--- config.mk ---
export PLATFORM = sky130hd
export DESIGN_NAME = dst_post
export DESIGN_NICKNAME = d
export VERILOG_FILES = /design/src/rtl/dst_post.sv
export SDC_FILE = /design/constraint.sdc
export NUM_CORES = 1
export LEC_CHECK = 0
export ABC_AREA = 0
export BUFFER_PORTS_ARGS = -buffer_cell sky130_fd_sc_hd__buf_2
export CORE_MARGIN = 2
export CORE_UTILIZATION = 25
export CTS_CLUSTER_SIZE = 28
export DETAILED_ROUTE_END_ITERATION = 10
export PLACE_DENSITY = 0.42
export REMOVE_ABC_BUFFERS = 1
export SLEW_MARGIN = 10
export SYNTH_ARGS = -nofsm -noshare
export SYNTH_HDL_FRONTEND = slang
export SYNTH_SLANG_ARGS = --single-unit
--- constraint.sdc ---
create_clock -name clk -period 6.95 [get_ports clk]
set_clock_uncertainty 0.05 [all_clocks]
set_input_delay 0.3475 -clock clk [delete_from_list [all_inputs] [get_ports clk]]
set_output_delay 0.3475 -clock clk [all_outputs]
set_load 0.1 [all_outputs]
--- src/rtl/dst_post.sv ---
// dst_post: output post-processing stage between the matrix engine stream
// and the S2MM DMA.
//   - optional per-lane ReLU (sign bit set -> lane forced to zero)
//   - TLAST generation from a programmed frame length (beats minus 1)
//   - 2-entry skid buffer, registered s_ready, one beat per cycle
//
// Ports:
//   clk, reset (async, active-high), clr (sync clear)
//   relu_en, frame_len          : processing controls, sampled per input beat
//   s_valid/s_ready/s_data      : upstream stream
//   m_valid/m_ready/m_data/m_strb/m_last : downstream stream
//   frame_done                  : pulse the cycle after a last beat is accepted
//   beat_cnt                    : beats accepted downstream in current frame
//   neg_cnt (DST_POST_STAT_EN)  : negative lanes seen in accepted beats of
//                                 the current frame, held until the next frame
//
// Build option: define DST_POST_STAT_EN to add the neg_cnt statistic.
//
// Buffer states:
//   state    | meaning
//   ST_EMPTY | nothing held, s_ready=1, m_valid=0
//   ST_ONE   | main holds a beat, s_ready=1, m_valid=1
//   ST_FULL  | main and skid hold beats, s_ready=0, m_valid=1
module dst_post #(
   parameter int DW = 64,
   parameter int LW = 32,
   parameter int CW = 16
) (
   input  logic            clk,
   input  logic            reset,
   input  logic            clr,
   input  logic            relu_en,
   input  logic [CW-1:0]   frame_len,
   input  logic            s_valid,
   input  logic [DW-1:0]   s_data,
   output logic            s_ready,
   output logic            m_valid,
   output logic [DW-1:0]   m_data,
   output logic [DW/8-1:0] m_strb,
   output logic            m_last,
   input  logic            m_ready,
   output logic            frame_done,
   output logic [CW-1:0]   beat_cnt
`ifdef DST_POST_STAT_EN
   ,
   output logic [CW+1:0]   neg_cnt
`endif
);

   localparam int NL = DW / LW;
   localparam int NW = $clog2(NL + 1);

   localparam logic [1:0] ST_EMPTY = 2'd0;
   localparam logic [1:0] ST_ONE   = 2'd1;
   localparam logic [1:0] ST_FULL  = 2'd2;

   logic [1:0]    state_q, state_d;
   logic [DW-1:0] main_data_q, main_data_d;
   logic          main_last_q, main_last_d;
   logic [DW-1:0] skid_data_q, skid_data_d;
   logic          skid_last_q, skid_last_d;
   logic [CW-1:0] in_cnt_q, in_cnt_d;
   logic [CW-1:0] len_q, len_d;
   logic [CW-1:0] beat_cnt_q, beat_cnt_d;
   logic          frame_done_q, frame_done_d;

   logic [DW-1:0] proc_data;
   logic [CW-1:0] cur_len;
   logic          in_last;
   logic          ready_int;
   logic          in_acc;
   logic          out_acc;

`ifdef DST_POST_STAT_EN
   logic [NW-1:0] in_neg;
   logic [NW-1:0] main_neg_q, main_neg_d;
   logic [NW-1:0] skid_neg_q, skid_neg_d;
   logic [CW+1:0] neg_cnt_q, neg_cnt_d;
`endif

   // s_ready depends only on the registered state; it is additionally
   // forced low while reset is asserted.
   assign ready_int  = (state_q != ST_FULL);
   assign s_ready    = ready_int & ~reset;
   assign m_valid    = (state_q != ST_EMPTY);
   assign m_data     = main_data_q;
   assign m_last     = main_last_q;
   assign m_strb     = '1;
   assign frame_done = frame_done_q;
   assign beat_cnt   = beat_cnt_q;

   assign in_acc  = s_valid & ready_int;
   assign out_acc = m_valid & m_ready;

   // ReLU on the sign bit works for both integer and float lanes.
   always_comb begin
      proc_data = s_data;
`ifdef DST_POST_STAT_EN
      in_neg = '0;
`endif
      for (int i = 0; i < NL; i++) begin
         if (s_data[LW*i+LW-1]) begin
`ifdef DST_POST_STAT_EN
            in_neg = in_neg + NW'(1);
`endif
            if (relu_en) proc_data[LW*i +: LW] = '0;
         end
      end
   end

   // The first beat of a frame compares against the live frame_len,
   // which is latched at the same time.
   assign cur_len = (in_cnt_q == '0) ? frame_len : len_q;
   assign in_last = (in_cnt_q == cur_len);

   always_comb begin
      state_d      = state_q;
      main_data_d  = main_data_q;
      main_last_d  = main_last_q;
      skid_data_d  = skid_data_q;
      skid_last_d  = skid_last_q;
      in_cnt_d     = in_cnt_q;
      len_d        = len_q;
      beat_cnt_d   = beat_cnt_q;
      frame_done_d = 1'b0;
`ifdef DST_POST_STAT_EN
      main_neg_d   = main_neg_q;
      skid_neg_d   = skid_neg_q;
      neg_cnt_d    = neg_cnt_q;
`endif

      if (clr) begin
         state_d     = ST_EMPTY;
         main_data_d = '0;
         main_last_d = 1'b0;
         skid_data_d = '0;
         skid_last_d = 1'b0;
         in_cnt_d    = '0;
         len_d       = '0;
         beat_cnt_d  = '0;
`ifdef DST_POST_STAT_EN
         main_neg_d  = '0;
         skid_neg_d  = '0;
         neg_cnt_d   = '0;
`endif
      end else begin
         if (in_acc) begin
            if (in_cnt_q == '0) len_d = frame_len;
            in_cnt_d = in_last ? '0 : in_cnt_q + CW'(1);
         end

         unique case (state_q)
            ST_EMPTY: begin
               if (s_valid) begin
                  main_data_d = proc_data;
                  main_last_d = in_last;
`ifdef DST_POST_STAT_EN
                  main_neg_d  = in_neg;
`endif
                  state_d     = ST_ONE;
               end
            end
            ST_ONE: begin
               if (in_acc && !out_acc) begin
                  skid_data_d = proc_data;
                  skid_last_d = in_last;
`ifdef DST_POST_STAT_EN
                  skid_neg_d  = in_neg;
`endif
                  state_d     = ST_FULL;
               end else if (!in_acc && out_acc) begin
                  state_d     = ST_EMPTY;
               end else if (in_acc && out_acc) begin
                  main_data_d = proc_data;
                  main_last_d = in_last;
`ifdef DST_POST_STAT_EN
                  main_neg_d  = in_neg;
`endif
               end
            end
            ST_FULL: begin
               if (m_ready) begin
                  main_data_d = skid_data_q;
                  main_last_d = skid_last_q;
`ifdef DST_POST_STAT_EN
                  main_neg_d  = skid_neg_q;
`endif
                  state_d     = ST_ONE;
               end
            end
            default: state_d = ST_EMPTY;
         endcase

         if (out_acc) begin
            beat_cnt_d   = main_last_q ? '0 : beat_cnt_q + CW'(1);
            frame_done_d = main_last_q;
`ifdef DST_POST_STAT_EN
            // A zero beat count marks the first beat of a frame: restart
            // the tally there so the previous total is held until then.
            if (beat_cnt_q == '0) neg_cnt_d = (CW+2)'(main_neg_q);
            else                  neg_cnt_d = neg_cnt_q + (CW+2)'(main_neg_q);
`endif
         end
      end
   end

   always_ff @(posedge clk or posedge reset) begin
      if (reset) begin
         state_q      <= ST_EMPTY;
         main_data_q  <= '0;
         main_last_q  <= 1'b0;
         skid_data_q  <= '0;
         skid_last_q  <= 1'b0;
         in_cnt_q     <= '0;
         len_q        <= '0;
         beat_cnt_q   <= '0;
         frame_done_q <= 1'b0;
`ifdef DST_POST_STAT_EN
         main_neg_q   <= '0;
         skid_neg_q   <= '0;
         neg_cnt_q    <= '0;
`endif
      end else begin
         state_q      <= state_d;
         main_data_q  <= main_data_d;
         main_last_q  <= main_last_d;
         skid_data_q  <= skid_data_d;
         skid_last_q  <= skid_last_d;
         in_cnt_q     <= in_cnt_d;
         len_q        <= len_d;
         beat_cnt_q   <= beat_cnt_d;
         frame_done_q <= frame_done_d;
`ifdef DST_POST_STAT_EN
         main_neg_q   <= main_neg_d;
         skid_neg_q   <= skid_neg_d;
         neg_cnt_q    <= neg_cnt_d;
`endif
      end
   end

`ifdef DST_POST_STAT_EN
   assign neg_cnt = neg_cnt_q;
`endif

endmodule
# After elaboration in Yosys (flattened, before gate mapping)
# Index checks and enable logic that the tools add are counted.
[classes] n_mux=41 add_sub_neg=2 eq_ne=10 bitwise_logic=4 reduce_logical=16
[op_table] cell="64-bit 2-to-1 mux" count=9
[op_table] cell="64-bit one-hot mux with 3 select lines" count=1
[op_table] cell="16-bit 2-to-1 mux" count=9
[op_table] cell="32-bit 2-to-1 mux" count=4
[op_table] cell="16-bit by 1-bit adder with 16-bit output (second input constant)" count=2
[op_table] cell="16-bit == test" count=1
[op_table] cell="16-bit zero test" count=1
[op_table] cell="3-bit inequality test (second input constant)" count=5
[op_table] cell="1-bit 2-to-1 mux" count=11
[op_table] cell="2-bit 2-to-1 mux" count=5
[op_table] cell="2-bit nonzero test" count=5
[op_table] cell="2-bit one-hot mux with 3 select lines" count=1
[op_table] cell="6-bit AND reduction" count=1
[op_table] cell="4-bit inequality test (second input constant)" count=1
[op_table] cell="4-bit nonzero test" count=1
[op_table] cell="1-bit bitwise AND" count=3
[op_table] cell="1-bit logical AND" count=3
[op_table] cell="1-bit one-hot mux with 3 select lines" count=1
[op_table] cell="3-bit AND reduction" count=1
[op_table] cell="2-bit by 1-bit == test with 1-bit output (second input constant)" count=1
[op_table] cell="2-bit == test (second input constant)" count=1
[op_table] cell="1-bit zero test" count=2
[op_table] cell="2-bit zero test" count=1
[op_table] cell="2-bit inequality test (second input constant)" count=1
[op_table] cell="2 further kinds" count=2
[word_totals] ff_bits=181 wordCells=82 inputBits=86

# Depth between registers and ports, before layout
# Gate-level depths: netlist of run 1.
[depth] depth_word=8 depth_mapped=9

# Least setup slack after synthesis of run 1
# OpenSTA, ideal clock, no wires.
[synth_path] path_kind="reg-to-output" from="register state_q[0]" to="output port s_ready" path_stages_with_launch=7 path_slack_ns=4.091 t_arrival_ns=2.462 path_cell_list="dfrtp_1 -> inv_1 -> ha_1 -> clkbuf_1 -> clkbuf_1 -> clkbuf_1 -> nor2_1"
[synth_via] elab_chain_cells=2
[synth_lines] item="from (decl)" line_no="57" source="logic [1:0] state_q, state_d;"
[synth_lines] item="from (signal assigned)" line_no="224" source="state_q <= state_d;"
[synth_lines] item="2-bit inequality test" line_no="83" source="assign ready_int = (state_q != ST_FULL);"
[synth_lines] item="1-bit bitwise AND" line_no="84" source="assign s_ready = ready_int & ~reset;"
[synth_lines] item="to (decl)" line_no="36" source="output logic s_ready,"
# Every way passes these cells.

# Final worst setup path of run 1
[layout_path] from="register state_q[0]" to="register main_data_q[10], in the netlist m_data[10]"
[layout_via] elab_chain_cells=6 elab_cells_between_ends=21 cone_classes="8 x eq/ne; 2 x mux; 2 x bitwise; 9 x reduce/logical"
[layout_lines] item="2-bit inequality test or 2-bit nonzero test (tied branches)" line_no="83, 85"
[layout_lines] item="1-bit bitwise AND (on tied branches)" line_no="92, 93"
[layout_lines] item="1-bit zero test (on tied branches)" line_no="171, 164"
[layout_lines] item="1-bit logical AND (on tied branches)" line_no="171, 164"
[layout_lines] item="3-bit inequality test (no line)"
[layout_lines] item="6-bit AND reduction (no line)"
[layout_lines] item="to (signal assigned)" line_no="225" source="main_data_q <= main_data_d;"
[layout_lines] item="to (decl)" line_no="58" source="logic [DW-1:0] main_data_q, main_data_d;"
# Parallel ways exist; a longest one is shown, timed or not.
# A chain may end at the register's enable or synchronous reset.

==> reports/results.tsv, run 1 <==
stage	metric	value	unit
placement	portBuffers	169	
route	vias_per_cell	4.64	
placement	place_congestion	0.772	
worst_setup_path	arrival	3.66	ns
clock_tree	clock-sinks	181	
pwr	p_leak	5.20	nW
synthesis	synthCells	1086	
clock_tree	clk_pin_slew	0.08	ns
sta	final-setup-viol-count	0	
placement	place_hpwl	17.1	mm
layout	fill_cells	4016	
synthesis	async_flop_share	100	%
die	start_util	25.2	%
sta	rsz0062_at_grt	false	
sta	worst_slack	3.57	ns
sta	fin_crit	3.38	ns
sta	whs	0.0374	ns
layout	final-seq-area	4530	um^2
synthesis	ys_ff_latch	181	
route	drtAntennaViolNets	0	
route	drc	0	
layout	drive_above_1_share	23.9	%
global_routing	track_usage	14.6	%
pwr	p_per_area	288	nW/um^2
clock_tree	cts_root_buf	clkbuf_16	
clock_tree	clk_latency	0.46	ns
pwr	ir_worst_vdd	0.000231	V
sta	maxSlewViolCount	0	
clock_tree	cts_buffer_depth	2	
die	die_x	198	um
route	drt_iter0_drc	433	
sta	slew_headroom	34.9	%
sta	max_freq	0.296	GHz
global_routing	grt_pass1_wl	44.2	mm
clock_tree	cts_max_level	4	
clock_tree	cts_resized	0	
route	drt_first_pass_iters	5	
synthesis	ys.flop_type	dfrtp_1	
die	io_pins	178	
route	drt-total-wl	27.5	mm
route	wire_per_inst	16.4	um
status	status	finished, final reports clean	
global_routing	grt_max_degree	124	
synthesis	yosys_warnings	0	
sta	hold_viol	0	
synthesis	syn_avg_cell_area	8.66	um^2
clock_tree	cts_setup_buffers	0	
worst_setup_path	critPathKind	reg -> reg	
sta	tightest_slew	0.977	ns
layout	nNetsFinal	1285	
worst_setup_path	worst_setup_path_end_kind	register	
layout	multi_input_area	4440	um^2
worst_hold_path	hp-class	in -> async	
clock_tree	cts_buffers	17	
synthesis	mappedNetlistArea	9400	um^2
global_routing	antenna_found_initial	10	
synthesis	ys_seq_area_share	48.2	%
synthesis	synth_edf_count	0	
global_routing	grt_pass1_vias	7907	
die	die_h	198	um
sta	fin_crit_sh	48.6	%
die	rows	71	
global_routing	grt_overflow	0	
clock_tree	cts_hold_buf	0	
route	via_count	7797	
die	die_area	39200	um^2
placement	dpl_worst_slack	3.49	ns
run	drv_cap	0	
die	core_area	37300	um^2
worst_setup_path	required	7.24	ns
worst_setup_path	crit_path_start_kind	register	
clock_tree	cts_tree	yes	
layout	fin_util	29.9	%
worst_setup_path	critPathMaxFanout	75	
synthesis	ys_types	51	
layout	area_growth	18.5	%
sequential cells by signal, indices dropped and copies added, names as in the netlist:
name	cells
state_q	2
m_last	1
beat_cnt	16
m_data	64
skid_last_q	1
len_q	16
skid_data_q	64
frame_done	1
in_cnt_q	16
critical path, cell delays in order, from the launching register on:
cell and delay [ns]:
dfrtp_1 0.43, inv_1 0.14, ha_4 0.67, nor2_1 0.16, nand3_1 0.14, o31ai_2 0.14, nor2_4 0.38, buf_4 0.68
mux2_2 0.41
synth_stat cells (all sizes together) (2+ instances only):
cell type	instances	share of area [%]
nand2b	8	0.53
o21ai	6	0.32
nor3	7	0.37
buf	26	1.8
mux2	62	7.4
inv	14	0.56
ha	7	0.93
a31oi	3	0.20
xnor2	27	2.5
a221oi	2	0.19
clkbuf	73	2.9
xor2	19	1.8
nor2b	2	0.13
or3	2	0.13
a21oi	153	8.1
nand3b	3	0.24
nor4	9	0.87
a211oi	10	0.80
and3	5	0.33
nor2	158	6.3
nand4	21	1.5
o31ai	2	0.21
dfrtp	181	48
nand2	186	7.4
mux2i	4	0.43
nand3	78	4.2
cell families (layout without fill, tap and decap cells):
kind of cell,Yosys count,in the layout,share of synthesized area (%)
mux,66,66,7.85
xor+xnor,46,46,4.29
other cells,1,10,0.0399
buf+inv,113,225,5.32
flops,181,181,48.2
compound gates,188,188,11.0
fa+ha+maj,7,7,0.932
simple gates,484,484,22.4
layer usage:
layer	global-route usage, %	vias up	routed length (um)	part of all wire, %
met5	0	-	77	0.28
met4	3.51	14	261	0.95
met2	22.9	148	12400	45
met3	5.33	29	1770	6.4
met1	19.0	3764	13000	47
li1	-	3842	-	-
area by class of cell:
cell class,count,area share [%]
inverters,14,0.539
repair buffers,179,8.32
well taps,474,5.32
diodes,2,0.0449
flip-flops and latches,181,40.7
clock buffers,17,3.82
multi-input cells,799,39.8
clock inverters,15,1.46
cell usage in the layout (no fill, tap or decap), types with 4 or more instances in the layout:
master / synthesis / routed
nor4_1: 5 / 5
a21oi_1: 153 / 153
nand2_1: 186 / 184
clkbuf_16: 0 / 17
inv_8: 0 / 4
nor3_1: 7 / 7
mux2_2: 62 / 62
o21ai_0: 6 / 6
nor2_1: 158 / 157
and3_1: 5 / 4
nor4_2: 4 / 4
buf_4: 8 / 10
buf_2: 12 / 168
nand4_1: 20 / 20
ha_1: 7 / 6
a211oi_1: 10 / 10
conb_1: 1 / 8
inv_1: 14 / 13
inv_6: 0 / 5
dfrtp_1: 181 / 181
xnor2_1: 27 / 27
mux2i_1: 4 / 4
nand2b_1: 8 / 8
xor2_1: 19 / 19
nand3_1: 78 / 77
worst paths after layout:
kind	from	endpoint	slack, ns	cells past startpoint
worst max-delay path	state_q[0]$_DFFE_PP0P_	m_data[10]$_DFFE_PP0P_	3.57	8
worst min-delay path	reset	m_data[43]$_DFFE_PP0P_	0.04	2
worst max register to register	state_q[0]$_DFFE_PP0P_	m_data[10]$_DFFE_PP0P_	3.57	8
worst min register to register	m_data[0]$_DFFE_PP0P_	m_data[0]$_DFFE_PP0P_	0.45	1
max in group asynchronous	reset	beat_cnt[5]$_DFFE_PP0P_	5.43	3
min in group clk	s_data[7]	skid_data_q[7]$_DFFE_PP0P_	0.08	3
report_power, final:
| group | internal, W | switching, W | leakage, nW |
|---|---|---|---|
| registers | 0.00114 | 0.0000548 | 2.46 |
| clock network | 0.000511 | 0.000497 | 0.288 |
| logic | 0.000212 | 0.000790 | 2.45 |
per-stage QoR:
step | cells | instance area (um^2) | setup TNS (ns) | power [W]
after floorplan | 994 | 8980 | -27.77 | 0.00199
after global placement | 1647 | 10500 | 0 | 0.00223
after detailed placement | 1647 | 10500 | 0 | 0.00224
after CTS | 1679 | 11100 | 0 | 0.00327
after global routing | 1679 | 11100 | 0 | 0.00338
final | 1681 | 11100 | 0 | 0.00321
Note: power is estimated with default switching activity, not from simulation.
==> inputs of run 2 (changes only) <==
==> constraint.sdc (replaced) <==
create_clock -name clk -period 3.4 [get_ports clk]
set_clock_uncertainty 0.05 [all_clocks]
set_input_delay 0.17 -clock clk [delete_from_list [all_inputs] [get_ports clk]]
set_output_delay 0.17 -clock clk [all_outputs]
set_load 0.1 [all_outputs]
==> run 2 against run 1 <==
Net effect:
- via count is 4.5% higher
- global-route usage up 0.24 points
- power increased by 110%
- sequential share of layout area is 3.3 points lower
- register-to-register slack got worse by 2.6 ns
- combinational power increased by 120%
- critical path depth fell by 1
- wire length increased by 1.7%
- sequential cell count stayed put
- fmax grew 38%
- critical path type unchanged
- critical endpoint is now m_data[16]$_DFFE_PP0P_
- highest routed layer is now met4
==> reports/results.tsv, run 2 (synthesized netlist as in run 1, its figures left out) <==
stage	metric	value	unit	change
sta	tightest_slew	0.980	ns	+0.00343 ns
sta	whs	0.0910	ns	+0.0536 ns
sta	rsz0062_at_grt	false		
clock_tree	cts_max_level	4		unchanged
sta	slew_headroom	34.4	%	-0.46 points
route	drt-total-wl	28.0	mm	+1.7%
pwr	internal_power	0.00413	W	+120%
clock_tree	cts_buffer_depth	2		unchanged
sta	maxSlewViolCount	0		unchanged
clock_tree	cts_root_buf	clkbuf_16		
global_routing	grt_max_degree	133		+7.3%
global_routing	grt_pass1_vias	8218		+3.9%
route	wire_per_inst	15.8	um	-3.3%
sta	setup_tns	0	ns	unchanged
route	drtAntennaViolNets	0		unchanged
placement	place_congestion	0.840		+8.9%
die	io_pins	178		unchanged
pwr	switchingPower	0.00274	W	+100%
sta	fin_crit_sh	72.1	%	+24 points
worst_setup_path	crit_path_start_kind	register		
layout	final_common_cell	nand2_1		
layout	drive_above_1_share	22.9	%	-1.0 points
layout	final_cell_mix	nand2_1, dfrtp_1, buf_2, nor2_1, a21oi_1		
sta	fin_crit	2.45	ns	-0.924 ns
placement	portBuffers	169		unchanged
die	die_h	198	um	unchanged
clock_tree	clk_pin_slew	0.08	ns	about the same
pwr	swShare	39.9	%	-1.9 points
clock_tree	cts_tree	yes		
global_routing	grt_overflow	0		unchanged
worst_setup_path	r2r_setup_slack	0.95	ns	-2.63 ns
worst_setup_path	required	3.69	ns	-3.55 ns
worst_setup_path	critPathMaxFanout	36		-52%
clock_tree	clock-sinks	181		unchanged
die	rows	71		unchanged
pwr	totalPowerFinal	0.00687	W	+110%
sta	max_freq	0.408	GHz	+38%
worst_setup_path	reg2reg_from	state_q[0]$_DFFE_PP0P_		
layout	nNetsFinal	1373		+6.8%
layout	multi_input_area	4440	um^2	unchanged
global_routing	antenna_found_initial	1		-9
worst_setup_path	critPathKind	reg -> reg		
pwr	power_frac_seq	35.8	%	-1.6 points
pwr	combPwrFrac	31.5	%	+0.3 points
status	status	finished, final reports clean		
clock_tree	cts_buffers	17		unchanged
layout	final-seq-area	4530	um^2	unchanged
route	drc	0		unchanged
global_routing	track_usage	14.8	%	+0.24 points
die	start_util	25.2	%	unchanged
pwr	p_leak	5.62	nW	+8.1%
worst_setup_path	reg2reg_depth	7		-1
placement	place_hpwl	17.8	mm	+4.0%
worst_setup_path	r2r_end	m_data[16]$_DFFE_PP0P_		
placement	place_area	10700	um^2	+1.4%
worst_hold_path	min_to	skid_data_q[63]$_DFFE_PP0P_		
die	core_area	37300	um^2	unchanged
layout	design_area	12100	um^2	+8.8%
layout	area_growth	29.0	%	
sta	hold_viol	0		unchanged
layout	fill_cells	3936		-2.0%
route	drt_iter0_drc	405		-6.5%
sta	final-setup-viol-count	0		unchanged
route	drt_first_pass_iters	4		-1
die	die_x	198	um	unchanged
worst_hold_path	hp-class	in -> reg		
worst_setup_path	worst_setup_path_end_kind	register		
pwr	clkPwrFrac	32.7	%	+1.3 points
worst_hold_path	hold_depth	5		
placement	dpl_worst_slack	0.893	ns	-2.60 ns
clock_tree	cts_resized	0		unchanged
global_routing	grt_pass1_wl	45.2	mm	+2.3%
clock_tree	cts_setup_buffers	0		unchanged
die	die_area	39200	um^2	unchanged
worst_setup_path	arrival	2.74	ns	-0.92 ns
pwr	ir_worst_vdd	0.000335	V	+45%
clock_tree	cts_hold_buf	79		+79
route	via_count	8150		+4.5%
sta	worst_slack	0.948	ns	-2.63 ns
worst_hold_path	hold_start	s_data[63]		
run	drv_cap	0		unchanged
pwr	p_per_area	566	nW/um^2	+97%
route	vias_per_cell	4.61		-0.62%
clock_tree	clk_latency	0.45	ns	about the same
==> run 2: changes by cell type in the layout (fill, tap and decap cells not counted), moves of 2 or more <==
cell | previous run | this run
dlygate4sd3_1 | 0 | 79
buf_12 | 0 | 6
buf_4 | 10 | 13
bufinv_16 | 1 | 4
clkinv_4 | 3 | 1
inv_6 | 5 | 3
==> run 2: worst max path at each step <==
stage	from	end	depth (start not counted)
4_1_cts	state_q[0]$_DFFE_PP0P_	m_data[16]$_DFFE_PP0P_	7
2_1_floorplan	state_q[0]$_DFFE_PP0P_	m_data[0]$_DFFE_PP0P_	7
6_report	state_q[0]$_DFFE_PP0P_	m_data[16]$_DFFE_PP0P_	7
3_3_place_gp	state_q[0]$_DFFE_PP0P_	m_data[29]$_DFFE_PP0P_	7
3_5_place_dp	state_q[0]$_DFFE_PP0P_	m_data[16]$_DFFE_PP0P_	7
5_1_grt	state_q[0]$_DFFE_PP0P_	m_data[29]$_DFFE_PP0P_	7
==> run 2: worst max-delay path: stages (launching register included) <==
cell and delay [ns]:
dfrtp_1 0.42, inv_1 0.13, ha_1 0.28, mux2i_1 0.12
o31ai_2 0.60, nor2_4 0.18, buf_12 0.24, mux2_2 0.29
==> run 2: area by class of cell <==
cell class / instances / area share, %
timing repair buffer: 267 / 15.3
clock buffer: 18 / 3.54
tap: 474 / 4.89
sequential: 181 / 37.4
inverter: 14 / 0.495
antenna: 1 / 0.0206
clock inverter: 14 / 1.75
multi-input combinational: 799 / 36.6
==> run 2: layer usage <==
metal | global-route usage [%] | part of all wire (%) | wire [um] | up-vias
met2 | 23.3 | 44 | 12400 | 158
li1 | - | - | - | 4021
met4 | 3.01 | 0.64 | 180 | 0
met1 | 20.2 | 50 | 13900 | 3958
met5 | 0 | 0 | 0 | -
met3 | 4.45 | 5.4 | 1520 | 13
==> run 2: through the flow <==
step	util (%)	instances
6_report	32.5	1768
5_1_grt	32.5	1768
4_1_cts	32.5	1767
3_5_place_dp	28.6	1656
3_3_place_gp	28.6	1656
2_1_floorplan	-	994
==> run 2: power groups by stage <==
stage	clock, W	sequential, W	combinational (W)
after CTS	0.00234	0.00246	0.00220
after global routing	0.00243	0.00249	0.00232
final	0.00224	0.00246	0.00216
after global placement	0	0.00250	0.00212
after detailed placement	0	0.00250	0.00213
after floorplan	0	0.00336	0.000712
==> inputs of run 3 (changes only) <==
--- a/config.mk
+++ b/config.mk
@@ -11,7 +11,7 @@
 export CORE_UTILIZATION = 25
 export CTS_CLUSTER_SIZE = 28
 export DETAILED_ROUTE_END_ITERATION = 10
-export PLACE_DENSITY = 0.42
+export PLACE_DENSITY = 0.44
 export REMOVE_ABC_BUFFERS = 1
 export SLEW_MARGIN = 10
 export SYNTH_ARGS = -nofsm -noshare
==> constraint.sdc (replaced) <==
create_clock -name clk -period 1.99 [get_ports clk]
set_clock_uncertainty 0.05 [all_clocks]
set_input_delay 0.0995 -clock clk [delete_from_list [all_inputs] [get_ports clk]]
set_output_delay 0.0995 -clock clk [all_outputs]
set_load 0.1 [all_outputs]
==> run 3 against run 2 <==
Net effect:
- final cell count rose by 5.3%
- non-clock buffer count rose by 94
- sequential share of layout area fell by 4.3 points
- largest power group is now combinational logic
- clock power rose by 56%
- hold slack got worse by 0.059 ns
- sequential cell count did not move
- wire length rose by 20%
- the run now ends with negative setup slack left
==> reports/results.tsv, run 3 (synthesized netlist as in run 1, its figures left out) <==
stage	metric	value	unit	change
route	vias_per_cell	4.69		+1.7%
worst_hold_path	hold_depth	5		unchanged
worst_setup_path	critPathKind	reg -> reg		
global_routing	antenna_found_initial	3		+2
sta	fin_crit	2.09	ns	-0.364 ns
sta	tightest_slew	0.535	ns	-0.445 ns
worst_hold_path	hold_start	s_data[31]		
pwr	p_leak	6.44	nW	+15%
worst_setup_path	crit_path_start_kind	register		
die	start_util	25.2	%	unchanged
worst_setup_path	critPathSlowestCell	or4_4		
layout	drive_above_1_share	30.1	%	+7.2 points
sta	hold_viol	0		unchanged
clock_tree	cts_tree	yes		
worst_setup_path	worst_setup_path_end_kind	register		
route	drt_first_pass_iters	5		+1
route	drt-total-wl	33.6	mm	+20%
pwr	totalPowerFinal	0.0124	W	+81%
placement	dpl_worst_slack	-0.117	ns	-1.01 ns
status	violations	negative setup slack		
clock_tree	clk_pin_slew	0.07	ns	about the same
die	rows	71		unchanged
sta	fin_crit_sh	105	%	+33 points
sta	worst_slack	-0.0980	ns	-1.05 ns
placement	place_hpwl	18.4	mm	+3.3%
route	drc	0		unchanged
sta	max_freq	0.479	GHz	+17%
sta	final-setup-viol-count	30		+30
layout	area_growth	46.0	%	
route	drtAntennaViolNets	0		unchanged
sta	slew_headroom	64.6	%	+30 points
clock_tree	clk_latency	0.44	ns	about the same
placement	dpl.cell_count	1718		+3.7%
status	status	finished, violations left		
worst_setup_path	critPathMaxFanout	6		-83%
global_routing	grt_overflow	0		unchanged
pwr	p_per_area	907	nW/um^2	+60%
route	drt_iter0_drc	449		+11%
route	wire_per_inst	18.0	um	+14%
worst_setup_path	reg2reg_depth	7		unchanged
sta	rsz0062_at_grt	true		
global_routing	grt_pass1_wl	48.5	mm	+7.4%
die	die_h	198	um	unchanged
clock_tree	cts_buffers	17		unchanged
worst_setup_path	cpPeakStageDelay	0.59	ns	about the same
layout	final_common_cell	nand2_1		
route	via_count	8728		+7.1%
die	die_x	198	um	unchanged
die	io_pins	178		unchanged
layout	fin_cells	1862		+5.3%
worst_setup_path	reg2reg_from	in_cnt_q[6]$_DFFE_PP0P_		
sta	maxSlewViolCount	0		unchanged
global_routing	grt_pass1_vias	8383		+2.0%
layout	final_cell_mix	nand2_1, dfrtp_1, buf_2, nor2_1, a21oi_1		
die	core_area	37300	um^2	unchanged
worst_setup_path	arrival	2.35	ns	-0.39 ns
global_routing	track_usage	16.1	%	+1.3 points
clock_tree	cts_max_level	4		unchanged
clock_tree	cts_buffer_depth	2		unchanged
worst_setup_path	r2r_end	in_cnt_q[11]$_DFFE_PP0P_		
worst_setup_path	required	2.26	ns	-1.43 ns
worst_setup_path	r2r_setup_slack	-0.1	ns	-1.05 ns
run	drv_cap	0		unchanged
worst_setup_path	cp_cell_sequence	xor2_1, nor4_2, nand3b_1, or4_4, buf_6, nand4_1, a31oi_1		
pwr	ir_worst_vdd	0.000588	V	+76%
layout	nNetsFinal	1467		+6.8%
worst_hold_path	hp-class	in -> reg		
placement	place_congestion	0.789		-6.1%
clock_tree	cts_root_buf	clkbuf_16		
die	die_area	39200	um^2	unchanged
worst_hold_path	min_to	skid_data_q[31]$_DFFE_PP0P_		
placement	portBuffers	169		unchanged
global_routing	grt_max_degree	67		-50%
clock_tree	clock-sinks	181		unchanged
-- run 3: worst max path at each step --
stage	start	endpoint	slack [ns]	cells past startpoint
6_report	in_cnt_q[6]$_DFFE_PP0P_	in_cnt_q[11]$_DFFE_PP0P_	-0.1	7
5_1_grt	in_cnt_q[6]$_DFFE_PP0P_	in_cnt_q[11]$_DFFE_PP0P_	-0.24	7
4_1_cts	in_cnt_q[6]$_DFFE_PP0P_	in_cnt_q[11]$_DFFE_PP0P_	-0.11	7
3_5_place_dp	in_cnt_q[6]$_DFFE_PP0P_	in_cnt_q[11]$_DFFE_PP0P_	-0.12	7
3_3_place_gp	in_cnt_q[6]$_DFFE_PP0P_	in_cnt_q[11]$_DFFE_PP0P_	-0.10	7
2_1_floorplan	state_q[0]$_DFFE_PP0P_	m_data[0]$_DFFE_PP0P_	-5.41	7
-- run 3: where the power goes --
group | internal, W | switching [W]
logic | 0.00158 | 0.00317
clock network | 0.00187 | 0.00162
registers | 0.00400 | 0.000211
-- run 3: per-layer routing --
layer	GRT usage (%)	up-vias	wire (um)
met3	4.12	11	1560
met5	0	-	0
met1	22.4	4309	16500
li1	-	4208	-
met4	3.12	0	372
met2	25.3	200	15200
-- run 3: metrics by stage --
step	instance area [um^2]	util [%]	TNS (ns)	hold WS, ns
3_5_place_dp	11300	30.2	-2.32	0.115
3_3_place_gp	11300	30.2	-1.43	0.117
6_report	13700	36.8	-1.27	0.0321
2_1_floorplan	8980	-	-1213.72	0.113
4_1_cts	13000	34.9	-3.33	0.000721
5_1_grt	13700	36.8	-8.20	0.0509
-- run 3: critical path, delay by kind of cell (launching register included) --
kind | cells | cell delay, ns
AND/OR/NAND/NOR | 4 | 1.08
flip-flops | 1 | 0.42
XOR/XNOR | 1 | 0.16
buffers and inverters | 1 | 0.16
AO/OA/AOI/OAI | 1 | 0.09
-- run 3: layout make-up --
cell class | instances | area, um^2
repair buffers | 361 | 3120
multi-input cells | 799 | 4830
fillers | 3874 | 23600
clock inverters | 13 | 150
flip-flops and latches | 181 | 4530
inverters | 14 | 60.1
well taps | 474 | 593
clock buffers | 17 | 425
diodes | 3 | 7.51
-- run 3: timing repair --
action                                  in CTS  in global routing
hold buffers                                80                  0
resized for setup                           40                 96
endpoints found under the hold margin      134                  0
buffers inserted                             7                 10
cloned                                       7                 10
pin swaps                                    9                 15
endpoints found under the setup margin     104                134
